--- config.mk ---
export PLATFORM = sky130hd
export DESIGN_NAME = mem_port_arbiter
export DESIGN_NICKNAME = d
export VERILOG_FILES = /design/src/rtl/mem_arb_pkg.sv /design/src/rtl/arb_starve_counter.sv /design/src/rtl/mem_port_arbiter.sv
export SDC_FILE = /design/constraint.sdc
export NUM_CORES = 1
export LEC_CHECK = 0
export BUFFER_PORTS_ARGS = -buffer_cell sky130_fd_sc_hd__buf_2
export CAP_MARGIN = 20
export CORE_AREA = 5 5 100 102
export DETAILED_ROUTE_END_ITERATION = 7
export DIE_AREA = 0 0 105 107
export PLACE_DENSITY_LB_ADDON = 0.2
export SYNTH_ARGS = -nofsm -noshare
export SYNTH_HDL_FRONTEND = slang
export SYNTH_SLANG_ARGS = --single-unit
export TNS_END_PERCENT = 1
--- constraint.sdc ---
create_clock -name clk -period 3.6 [get_ports clk]
set_input_delay 0.36 -clock clk [delete_from_list [all_inputs] [get_ports clk]]
set_output_delay 0.36 -clock clk [all_outputs]
set_load 0.05 [all_outputs]
--- src/rtl/mem_arb_pkg.sv ---
// Shared types and helpers for the I/D memory port arbiter.
//   rsp_owner_e : which requester owns the read data returning this cycle
//   DEF_ADDR_W / DEF_DATA_W : default bus widths
//   starve_w()  : width of a counter that must hold values 0..limit
package mem_arb_pkg;

  localparam int DEF_ADDR_W = 32;
  localparam int DEF_DATA_W = 32;

  typedef enum logic [1:0] {
    RSP_NONE   = 2'd0,
    RSP_IFETCH = 2'd1,
    RSP_DLOAD  = 2'd2
  } rsp_owner_e;

  function automatic int starve_w(input int limit);
    return (limit < 2) ? 1 : $clog2(limit + 1);
  endfunction

endpackage

--- src/rtl/arb_starve_counter.sv ---
// Saturating counter tracking consecutive denied fetch cycles.
// Ports:
//   clk, reset (sync, active-low)
//   inc      : count one more denied cycle (ignored once at LIMIT)
//   clr      : return to zero; wins over inc
//   at_limit : counter has reached LIMIT
module arb_starve_counter
  import mem_arb_pkg::*;
#(
  parameter int LIMIT = 4
) (
  input  logic clk,
  input  logic reset,
  input  logic inc,
  input  logic clr,
  output logic at_limit
);

  localparam int W = starve_w(LIMIT);
  localparam logic [W-1:0] LIM = W'(LIMIT);

  logic [W-1:0] cnt;

  always_ff @(posedge clk) begin
    if (!reset) begin
      cnt <= '0;
    end else if (clr) begin
      cnt <= '0;
    end else if (inc && (cnt != LIM)) begin
      cnt <= cnt + 1'b1;
    end
  end

  assign at_limit = (cnt == LIM);

endmodule

--- src/rtl/mem_port_arbiter.sv ---
// Shares one single-port synchronous memory between the fetch port (I,
// read-only) and the load/store port (D). D has fixed priority; after
// STARVE_LIMIT consecutive denied fetch cycles, I wins the next conflict.
// Read data returns one cycle after the grant, routed to the requester that
// won; the other port's rdata reads as 0.
// Optional build macro MEM_PORT_ARBITER_PERF_EN adds conflict_cnt and
// forced_i_cnt performance counters.
// Ports:
//   clk, reset (sync, active-low)
//   i_req/i_addr -> i_gnt, i_rvalid, i_rdata        fetch side
//   d_req/d_we/d_addr/d_wdata -> d_gnt, d_rvalid, d_rdata   load/store side
//   mem_en/mem_we/mem_addr/mem_wdata, mem_rdata      memory side
//
// Response FSM (rsp_owner):
//   state      | meaning
//   RSP_NONE   | no read data returning this cycle
//   RSP_IFETCH | mem_rdata belongs to the fetch port
//   RSP_DLOAD  | mem_rdata belongs to the load/store port
module mem_port_arbiter
  import mem_arb_pkg::*;
#(
  parameter int ADDR_W       = DEF_ADDR_W,
  parameter int DATA_W       = DEF_DATA_W,
  parameter int STARVE_LIMIT = 4
) (
`ifdef MEM_PORT_ARBITER_PERF_EN
  output logic [31:0]       conflict_cnt,
  output logic [31:0]       forced_i_cnt,
`endif
  input  logic              clk,
  input  logic              reset,
  input  logic              i_req,
  input  logic [ADDR_W-1:0] i_addr,
  output logic              i_gnt,
  output logic              i_rvalid,
  output logic [DATA_W-1:0] i_rdata,
  input  logic              d_req,
  input  logic              d_we,
  input  logic [ADDR_W-1:0] d_addr,
  input  logic [DATA_W-1:0] d_wdata,
  output logic              d_gnt,
  output logic              d_rvalid,
  output logic [DATA_W-1:0] d_rdata,
  output logic              mem_en,
  output logic              mem_we,
  output logic [ADDR_W-1:0] mem_addr,
  output logic [DATA_W-1:0] mem_wdata,
  input  logic [DATA_W-1:0] mem_rdata
);

  rsp_owner_e rsp_owner;
  logic       at_limit;
  logic       i_win;
  logic       d_win;

  // Everything is gated by reset so the memory sees no access while held.
  assign i_win = reset & i_req & (~d_req | at_limit);
  assign d_win = reset & d_req & ~(i_req & at_limit);

  assign i_gnt     = i_win;
  assign d_gnt     = d_win;
  assign mem_en    = i_win | d_win;
  assign mem_we    = d_win & d_we;
  assign mem_addr  = d_win ? d_addr : (i_win ? i_addr : '0);
  assign mem_wdata = d_win ? d_wdata : '0;

  arb_starve_counter #(
    .LIMIT(STARVE_LIMIT)
  ) u_starve (
    .clk      (clk),
    .reset    (reset),
    .inc      (i_req & ~i_win),
    .clr      (i_win | ~i_req),
    .at_limit (at_limit)
  );

  always_ff @(posedge clk) begin
    if (!reset) begin
      rsp_owner <= RSP_NONE;
    end else if (i_win) begin
      rsp_owner <= RSP_IFETCH;
    end else if (d_win && !d_we) begin
      rsp_owner <= RSP_DLOAD;
    end else begin
      rsp_owner <= RSP_NONE;
    end
  end

  // Gating with reset drops a response that was in flight when reset hit.
  assign i_rvalid = reset & (rsp_owner == RSP_IFETCH);
  assign d_rvalid = reset & (rsp_owner == RSP_DLOAD);
  assign i_rdata  = i_rvalid ? mem_rdata : '0;
  assign d_rdata  = d_rvalid ? mem_rdata : '0;

`ifdef MEM_PORT_ARBITER_PERF_EN
  always_ff @(posedge clk) begin
    if (!reset) begin
      conflict_cnt <= '0;
      forced_i_cnt <= '0;
    end else if (i_req && d_req) begin
      conflict_cnt <= conflict_cnt + 32'd1;
      if (i_win) begin
        forced_i_cnt <= forced_i_cnt + 32'd1;
      end
    end
  end
`endif

endmodule

# Word level (Yosys, flattened, before mapping)

Index checks and enable logic that the tools add are counted.

Output and inout bits: 134
Flip-flop bits (word level): 5
Logic and storage cells: 37
Bits of input ports: 133

Equality and inequality tests: 4
Add/sub/neg operators: 1
Multiplexer cells: 7
Reduce and logical (&&, ||, !) cells: 5
Bitwise gates (word level): 17

Operators with widths:

| cell                                                             | number |
|---|---|
| 32-bit two-way mux                                               | 5 |
| 1-bit bitwise AND                                                | 9 |
| 1-bit NOT                                                        | 5 |
| 2-bit OR reduction                                               | 2 |
| 3-bit by 1-bit adder with 3-bit output (second input constant)   | 1 |
| 3-bit == test (second input constant)                            | 1 |
| 3-bit inequality test (second input constant)                    | 1 |
| 1-bit OR                                                         | 3 |
| 2-bit by 1-bit == test with 1-bit output (second input constant) | 1 |
| 2-bit == test (second input constant)                            | 1 |
| 1-bit logical AND                                                | 2 |
| 2-bit two-way mux                                                | 1 |
| 1-bit logical NOT                                                | 1 |
| 1-bit two-way mux                                                | 1 |

# Longest topological paths before layout

Gate-level depths: netlist of run 1.

Depth after elaboration: 7
Depth in mapped cells: 6
Depth with buffers taken out: 5

# Hierarchy

Synthesis of run 1 repeated with hierarchy kept, for this count alone.

Cells, all modules: 289
Area, all modules: 1485.2 µm²

By module, submodules not included:

| module             | cells each | times used | area an instance (µm²) | seq. area each (µm²) |
|---|---|---|---|---|
| mem_port_arbiter   | 271        | 1          | 1297.5                 | 40.0 |
| arb_starve_counter | 18         | 1          | 187.7                  | 60.1 |

# Worst setup path before layout of run 1

Ideal clock, no wire load.

Path type: reg2out
Start: reg u_starve.cnt[0]
End: out mem_wdata[22]
Cell stages (with the launch flop): 6
Slack: 1.323 ns
Required time: 3.240 ns
Data arrival time: 1.917 ns
Path buffers: 1
Cell sequence: dfxtp_1 > inv_1 > ha_1 > a31oi_2 > clkbuf_1 > and2_1

Cells in the longest elaborated chain, start to end: 5

Ends and longest elaborated chain:

| item                     | line                     | text |
|---|---|---|
| start: declaration       | arb_starve_counter.sv:22 | `logic [W-1:0] cnt;` |
| start signal: assignment | arb_starve_counter.sv:30 | `cnt <= cnt + 1'b1;` |
| 3-bit == test            | arb_starve_counter.sv:34 | `assign at_limit = (cnt == LIM);` |
| 1-bit bitwise AND        | mem_port_arbiter.sv:58   | `assign d_win = reset & d_req & ~(i_req & at_limit);` |
| 1-bit NOT                | mem_port_arbiter.sv:58   |  |
| 1-bit bitwise AND        | mem_port_arbiter.sv:58   |  |
| named net d_gnt          | mem_port_arbiter.sv:41   | `output logic d_gnt,` |
| 32-bit two-way mux       | mem_port_arbiter.sv:65   | `assign mem_wdata = d_win ? d_wdata : '0;` |
| end: declaration         | mem_port_arbiter.sv:47   | `output logic [DATA_W-1:0] mem_wdata,` |

The timed path passes the listed nets, and every way through them passes these cells.

# Final worst setup path of run 1

Start: reg u_starve.cnt[0]
End: out mem_addr[2]

Cells in the longest elaborated chain, start to end: 5
Elaborated cells between the ends (all ways): 8
Those cells by class: eq/ne (1); mux (2); bitwise (5)

Ends and longest elaborated chain:

| item                                                           | line                                           | text |
|---|---|---|
| 3-bit == test *                                                | arb_starve_counter.sv:34                       |  |
| 1-bit OR / 1-bit bitwise AND (equally long branches)           | mem_port_arbiter.sv:57, mem_port_arbiter.sv:58 |  |
| 1-bit bitwise AND / 1-bit NOT (equally long branches)          | mem_port_arbiter.sv:57, mem_port_arbiter.sv:58 |  |
| 32-bit two-way mux / 1-bit bitwise AND (equally long branches) | mem_port_arbiter.sv:64, mem_port_arbiter.sv:58 |  |
| 32-bit two-way mux *                                           | mem_port_arbiter.sv:64                         | `assign mem_addr = d_win ? d_addr : (i_win ? i_addr : '0);` |
| end: declaration                                               | mem_port_arbiter.sv:46                         | `output logic [ADDR_W-1:0] mem_addr,` |

Mark *: on every way between the ends. The rest lies on a longest branch, timed or not.

==> results of run 1 <==
## where the power goes
| part | switching (mW) | internal, mW |
|---|---|---|
| Clock | 0.0266 | 0.0759 |
| Combinational | 0.251 | 0.117 |
| Sequential | 0.000744 | 0.0573 |
## kinds of logic after synthesis
| family | share of synthesized area |
|---|---|
| compound gates | 0.261 |
| fa+ha+maj | 0.0208 |
| buf+inv | 0.0727 |
| flops | 0.0831 |
| mux | 0.00831 |
| simple gates | 0.555 |
## area by class of cell
cell class                      count  area share
Clock buffer                        4      0.0168
Inverter                            3     0.00419
Multi-Input combinational cell    148       0.382
Sequential cell                     5      0.0372
Tap cell                          111      0.0517
Timing Repair Buffer              269       0.508
## worst register-to-register path: stages, from the launching register on
cell     delay, ns
dfxtp_1       0.34
inv_1         0.05
ha_1          0.24
a31oi_4       0.55
nor2b_1       0.26
## cell usage after synthesis (all sizes together)
cell type | count | area share
a21oi | 2 | 0.011
a22o | 32 | 0.23
a31oi | 1 | 0.010
and2 | 97 | 0.50
and3b | 1 | 0.0073
buf | 9 | 0.042
clkbuf | 7 | 0.022
dfxtp | 5 | 0.083
ha | 2 | 0.021
inv | 3 | 0.0093
mux2i | 1 | 0.0083
nand2 | 4 | 0.012
nand3 | 1 | 0.0041
nor2 | 3 | 0.0093
nor2b | 1 | 0.0052
nor3b | 2 | 0.012
o21a | 1 | 0.0062
## sequential cells by signal, summed over array words and instances (netlist names)
| register | flops |
|---|---|
| u_starve.cnt | 3 |
| rsp_owner | 2 |
## metrics by stage
| stage | setup slack, ns | area, sq um | cells |
|---|---|---|---|
| 5_1_grt | 0.915 | 2690 | 540 |
| 3_3_place_gp | 1.32 | 2640 | 536 |
| 6_report | 1.11 | 2690 | 540 |
| 3_5_place_dp | 1.30 | 2640 | 536 |
| 2_1_floorplan | 1.32 | 1200 | 172 |
| 4_1_cts | 1.07 | 2690 | 540 |
## routing by layer
layer,GRT usage,up-vias,part of all wire
met3,0.0470,6,0.14
met5,0,-,0.0019
met1,0.0932,943,0.30
met2,0.224,162,0.55
met4,0.0183,2,0.0059
li1,-,1087,-
## worst min-delay path by stage
stage                                               to  slack (ns)  cells past startpoint
after floorplan           u_starve.cnt[0]$_SDFFE_PP0P_        0.43                      1
after global placement    u_starve.cnt[0]$_SDFFE_PP0P_        0.44                      1
after detailed placement  u_starve.cnt[0]$_SDFFE_PP0P_        0.46                      1
after CTS                      rsp_owner[1]$_SDFF_PP0_        0.34                      2
after global routing           rsp_owner[1]$_SDFF_PP0_        0.34                      2
final                          rsp_owner[1]$_SDFF_PP0_        0.33                      2
==> impl_metrics.env, run 1 <==
export IMPL_multi_input_area_sq_um=1030
export IMPL_finalPower_mw=0.528
export IMPL_hold_buffers=0
export IMPL_post_cts_setup_buffers=0
export IMPL_antenna_found_initial=1
export IMPL_cp_end_kind="output pin"
export IMPL_maxCapViolations=0
export IMPL_r2r_end="rsp_owner[1]$_SDFF_PP0_"
export IMPL_path_clk_slew_ns=0.04
export IMPL_cts_tree="built"
export IMPL_die_h_microns=107
export IMPL_dr_pass1_iters=4
export IMPL_endpoint="mem_addr[2]"
export IMPL_finalHoldViolCount=0
export IMPL_core_area_sq_um=9020
export IMPL_fp_row_count=35
export IMPL_worst_r2r_startpoint="u_starve.cnt[0]$_SDFFE_PP0P_"
export IMPL_r2r_setup_slack_ns=2.07
export IMPL_antenna_cells=0
export IMPL_dieArea_sq_um=11200
export IMPL_path_cells="inv_1 -> ha_1 -> a31oi_4 -> buf_12 -> a22o_1 -> buf_2"
export IMPL_hold_worst_slack_ns=0.328
export IMPL_seqCellArea_sq_um=100
export IMPL_ir_drop_mv=0.0892
export IMPL_drt_drc_violations_left=0
export IMPL_synth_nets=307
export IMPL_routabilityCongestion=0.743
export IMPL_status="finished, final reports clean"
export IMPL_dp_hpwl_microns=6170
export IMPL_worst_pin_slew_ns=0.837
export IMPL_drt_first_iter_violations=58
export IMPL_rsz0062_at_grt="false"
export IMPL_synth_seq_area_share=0.0831
export IMPL_hold_path_class="in2reg"
export IMPL_fin_util=0.298
export IMPL_ys_ff_latch=5
export IMPL_fin_crit_sh=0.693
export IMPL_start_util=0.134
export IMPL_hp_start="d_we"
export IMPL_die_width_microns=105
export IMPL_fillers=1004
export IMPL_area_growth_pct=123
export IMPL_grt_pass1_wl_microns=10200
export IMPL_maxSlewHeadroom=0.442
export IMPL_crit_cells=6
export IMPL_wirelength_microns=6940
export IMPL_vias=2200
export IMPL_grt_overflow=0
export IMPL_numCtsBuffers=3
export IMPL_power_leakage_nw=1.76
export IMPL_root_buffer="clkbuf_8"
export IMPL_worstSetupStartpoint="u_starve.cnt[0]$_SDFFE_PP0P_"
export IMPL_routedWlPerCell_microns=12.8
export IMPL_clk_path_buf_depth=2
export IMPL_grt_usage=0.107
export IMPL_cpMaxStageDelayCell="a31oi_4"
export IMPL_worst_r2r_cell_count=4
export IMPL_viasPerCell=4.07
export IMPL_synth_area_sq_um=1200
export IMPL_post_cts_resized=0
export IMPL_ant_nets=0
export IMPL_cpLargestDelayFamily="compound AO/OA/AOI/OAI gates"
export IMPL_first_global_vias=2225
export IMPL_arrival_ns=2.13
export IMPL_port_buffers=266
export IMPL_required_ns=3.24
export IMPL_skew_ns=0.000909
export IMPL_clk_latency_ns=0.22
export IMPL_crit_type="reg2out"
export IMPL_final_common_cell="buf_2"
export IMPL_crit_fanout=42
export IMPL_synth_cell_type_count=19
export IMPL_drv_slew=0
export IMPL_slowest_delay_ns=0.55
export IMPL_grt_max_degree=43
export IMPL_path_buf_inv=3
export IMPL_cts_sinks=5
export IMPL_yosysWarnings=0
export IMPL_fmax_mhz=401
export IMPL_mostFrequentLayoutCells="buf_2 (266), and2_1 (97), a22o_1 (32), dfxtp_1 (5), nand2_1 (4)"
export IMPL_num_nets_final=565
export IMPL_power_density_nw_per_um2=197
export IMPL_setup_viol=0
export IMPL_synth_avg_cell_area_sq_um=7.01
export IMPL_layout_min_cycle_time_ns=2.49
export IMPL_num_io_pins=267
export IMPL_netlist_instances=172
export IMPL_crit_path_start_kind="register"
export IMPL_drive_gt1_frac=0.639
export IMPL_htree_levels=1
export IMPL_tns_ns=0
Note: power is estimated with default switching activity, not from simulation.
==> run 2: changes to the inputs <==
Settings changed: ABC_AREA set to 1, CORE_AREA 5 5 100 102 to 5 5 101 103, DIE_AREA 0 0 105 107 to 0 0 106 108.
Clock period 3.6 ns to 2.6 ns, I/O delays scaled along.
==> run 2 against run 1 <==
Register-to-register slack worse by 0.77 ns. Combinational power increased by 45%. Routed wire length rose by 4.8%. Non-clock buffer count fell by 1. Worst hold slack got worse by 0.11 ns. Clock power grew 36%. Global-route usage up 0.76 points. Synthesized cell count rose by 47%. Total power up 42%. Critical path type unchanged. Largest cell class unchanged. Largest power group unchanged.
==> impl_metrics.env, run 2 <==
export IMPL_rsz0062_at_grt="false"
export IMPL_die_width_microns=106
export IMPL_dieArea_sq_um=11400
export IMPL_arrival_ns=1.97
export IMPL_dr_pass1_iters=4
export IMPL_stdcell_area_sq_um=2740
export IMPL_numCtsBuffers=3
export IMPL_crit_type="reg2out"
export IMPL_ys_ff_latch=5
export IMPL_ant_nets=0
export IMPL_seqCellArea_sq_um=100
export IMPL_yosysWarnings=0
export IMPL_yosysMostFrequentCell="nor2_1"
export IMPL_vias=2478
export IMPL_num_io_pins=267
export IMPL_root_buffer="clkbuf_8"
export IMPL_num_nets_final=646
export IMPL_yosys_top_cells_count="nor2_1 (100), inv_1 (75), a22o_1 (29)"
export IMPL_htree_levels=1
export IMPL_drt_first_iter_violations=84
export IMPL_cp_end_kind="output pin"
export IMPL_die_h_microns=108
export IMPL_grt_usage=0.115
export IMPL_path_clk_slew_ns=0.04
export IMPL_fp_row_count=35
export IMPL_drt_drc_violations_left=0
export IMPL_grt_max_degree=36
export IMPL_pre_cts_ws_ns=0.586
export IMPL_power_leakage_nw=2.10
export IMPL_yosysTopAreaCellShare=0.284
export IMPL_async_reset_ff_frac=0
export IMPL_maxUsedRoutingLayer="met3"
export IMPL_fin_util=0.301
export IMPL_post_cts_resized=0
export IMPL_core_area_sq_um=9110
export IMPL_mostFrequentLayoutCells="buf_2 (266), nor2_1 (100), inv_1 (75), a22o_1 (29), nand2_1 (6)"
export IMPL_setup_slack_ns=0.373
export IMPL_fillers=1036
export IMPL_crit_path_start_kind="register"
export IMPL_grt_pass1_wl_microns=11100
export IMPL_drv_slew=0
export IMPL_dp_hpwl_microns=6290
export IMPL_synth_area_sq_um=1320
export IMPL_clk_latency_ns=0.22
export IMPL_synth_avg_cell_area_sq_um=5.22
export IMPL_routabilityCongestion=0.811
export IMPL_wirelength_microns=7270
export IMPL_switching_power_mw=0.411
export IMPL_dr_wl_met3_microns=867
export IMPL_ir_drop_mv=0.213
export IMPL_maxCapViolations=0
export IMPL_yosys_area_top_type="nor2_1"
export IMPL_reg_largest_list="u_starve.cnt x3, rsp_owner x2"
export IMPL_drive_gt1_frac=0.553
export IMPL_tns_ns=0
export IMPL_crit_fanout=35
export IMPL_largest_reg_flops=3
export IMPL_first_global_vias=2477
export IMPL_synth_nets=388
export IMPL_post_cts_setup_buffers=0
export IMPL_fin_crit_sh=0.857
export IMPL_synth_seq_area_share=0.0758
export IMPL_cts_tree="built"
export IMPL_ys_top_cells_by_area="nor2_1 (28%), inv_1 (21%), a22o_1 (19%), dfxtp_1 (7.6%), buf_6 (5.1%)"
export IMPL_skew_ns=0.00188
export IMPL_seqPwrFrac=0.107
export IMPL_clk_path_buf_depth=2
export IMPL_worst_pin_slew_ns=0.920
export IMPL_layout_min_cycle_time_ns=2.23
export IMPL_ys_flop_type="dfxtp_1"
export IMPL_antenna_cells=0
export IMPL_final_common_cell="buf_2"
export IMPL_power_density_nw_per_um2=274
export IMPL_status="finished, final reports clean"
export IMPL_netlist_instances=253
export IMPL_antenna_found_initial=0
export IMPL_p_int_mw=0.342
export IMPL_synth_edf_count=0
export IMPL_synth_cell_type_count=22
export IMPL_start_util=0.145
export IMPL_setup_viol=0
export IMPL_maxSlewHeadroom=0.386
export IMPL_p_sw_frac=0.546
export IMPL_wl_met1_microns=2670
export IMPL_clock_power_share=0.186
export IMPL_wl_met2_microns=3730
export IMPL_viasPerCell=3.99
export IMPL_port_buffers=266
export IMPL_multi_input_area_sq_um=821
export IMPL_fmax_mhz=449
export IMPL_grt_overflow=0
export IMPL_combPwrFrac=0.707
export IMPL_hold_path_class="in2reg"
export IMPL_top_register="u_starve.cnt"
export IMPL_routedWlPerCell_microns=11.7
export IMPL_finalHoldViolCount=0
export IMPL_required_ns=2.34
export IMPL_cts_sinks=5
export IMPL_area_growth_pct=108
export IMPL_hold_buffers=0
export IMPL_hold_worst_slack_ns=0.220
export IMPL_placed_area_sq_um=2700
-- run 2: cell count changes in the layout (fill, tap and decap cells not counted), moves of 2 or more --
| cell | delta |
|---|---|
| and2_1 | -97 |
| nor2_1 | +97 |
| inv_1 | +72 |
| a21oi_1 | +3 |
| a22o_1 | -3 |
| a22o_2 | +3 |
| nand2_1 | +2 |
| nand2_2 | +2 |
| nand3_1 | +2 |
| nor3b_1 | -2 |
-- run 2: final cells by class --
| type | instances | area share |
|---|---|---|
| Inverter | 77 | 0.106 |
| Multi-Input combinational cell | 156 | 0.299 |
| Tap cell | 111 | 0.0506 |
| Timing Repair Buffer | 268 | 0.491 |
| Clock buffer | 4 | 0.0164 |
| Sequential cell | 5 | 0.0365 |
-- run 2: cell families after synthesis --
family,count (synthesis),synth area share
AO/OA/AOI/OAI,39,0.252
adder cells (fa/ha/maj),2,0.0189
buffers and inverters,92,0.303
flip-flops,5,0.0758
AND/OR/NAND/NOR,115,0.350
-- run 2: per-stage QoR --
step,power [mW],cells
5_1_grt,0.807,621
2_1_floorplan,0.444,253
6_report,0.752,621
3_3_place_gp,0.615,617
3_5_place_dp,0.616,617
4_1_cts,0.762,621
-- run 2: worst max-delay path, stage by stage (launching register included) --
cell and delay, ns:
dfxtp_1 0.34, inv_1 0.07, ha_1 0.24, nand3_2 0.11, nand2_4 0.20, inv_4 0.34, a22o_1 0.19, buf_2 0.26
-- run 2: per-layer routing --
layer,up-vias,track usage
li1,1262,-
met1,1066,0.122
met2,150,0.228
met3,0,0.0388
met4,0,0.00833
met5,-,0
-- run 2: power groups by stage --
stage / sequential (mW) / clock (mW) / combinational [mW]
detailed placement: 0.0818 / 0 / 0.535
global placement: 0.0817 / 0 / 0.533
CTS: 0.0806 / 0.146 / 0.536
global route: 0.0808 / 0.156 / 0.570
finish: 0.0806 / 0.140 / 0.532
floorplan: 0.0815 / 0 / 0.362
-- run 2: path summary, 6_finish.rpt --
| check | slack, ns | startpoint | to | cells after the start |
|---|---|---|---|---|
| worst max-delay path | 0.37 | u_starve.cnt[0]$_SDFFE_PP0P_ | mem_addr[27] | 7 |
| worst min-delay path | 0.22 | d_we | rsp_owner[1]$_SDFF_PP0_ | 2 |
| worst max register to register | 1.30 | u_starve.cnt[0]$_SDFFE_PP0P_ | u_starve.cnt[2]$_SDFFE_PP0P_ | 8 |
| worst min register to register | 0.49 | u_starve.cnt[0]$_SDFFE_PP0P_ | u_starve.cnt[0]$_SDFFE_PP0P_ | 2 |
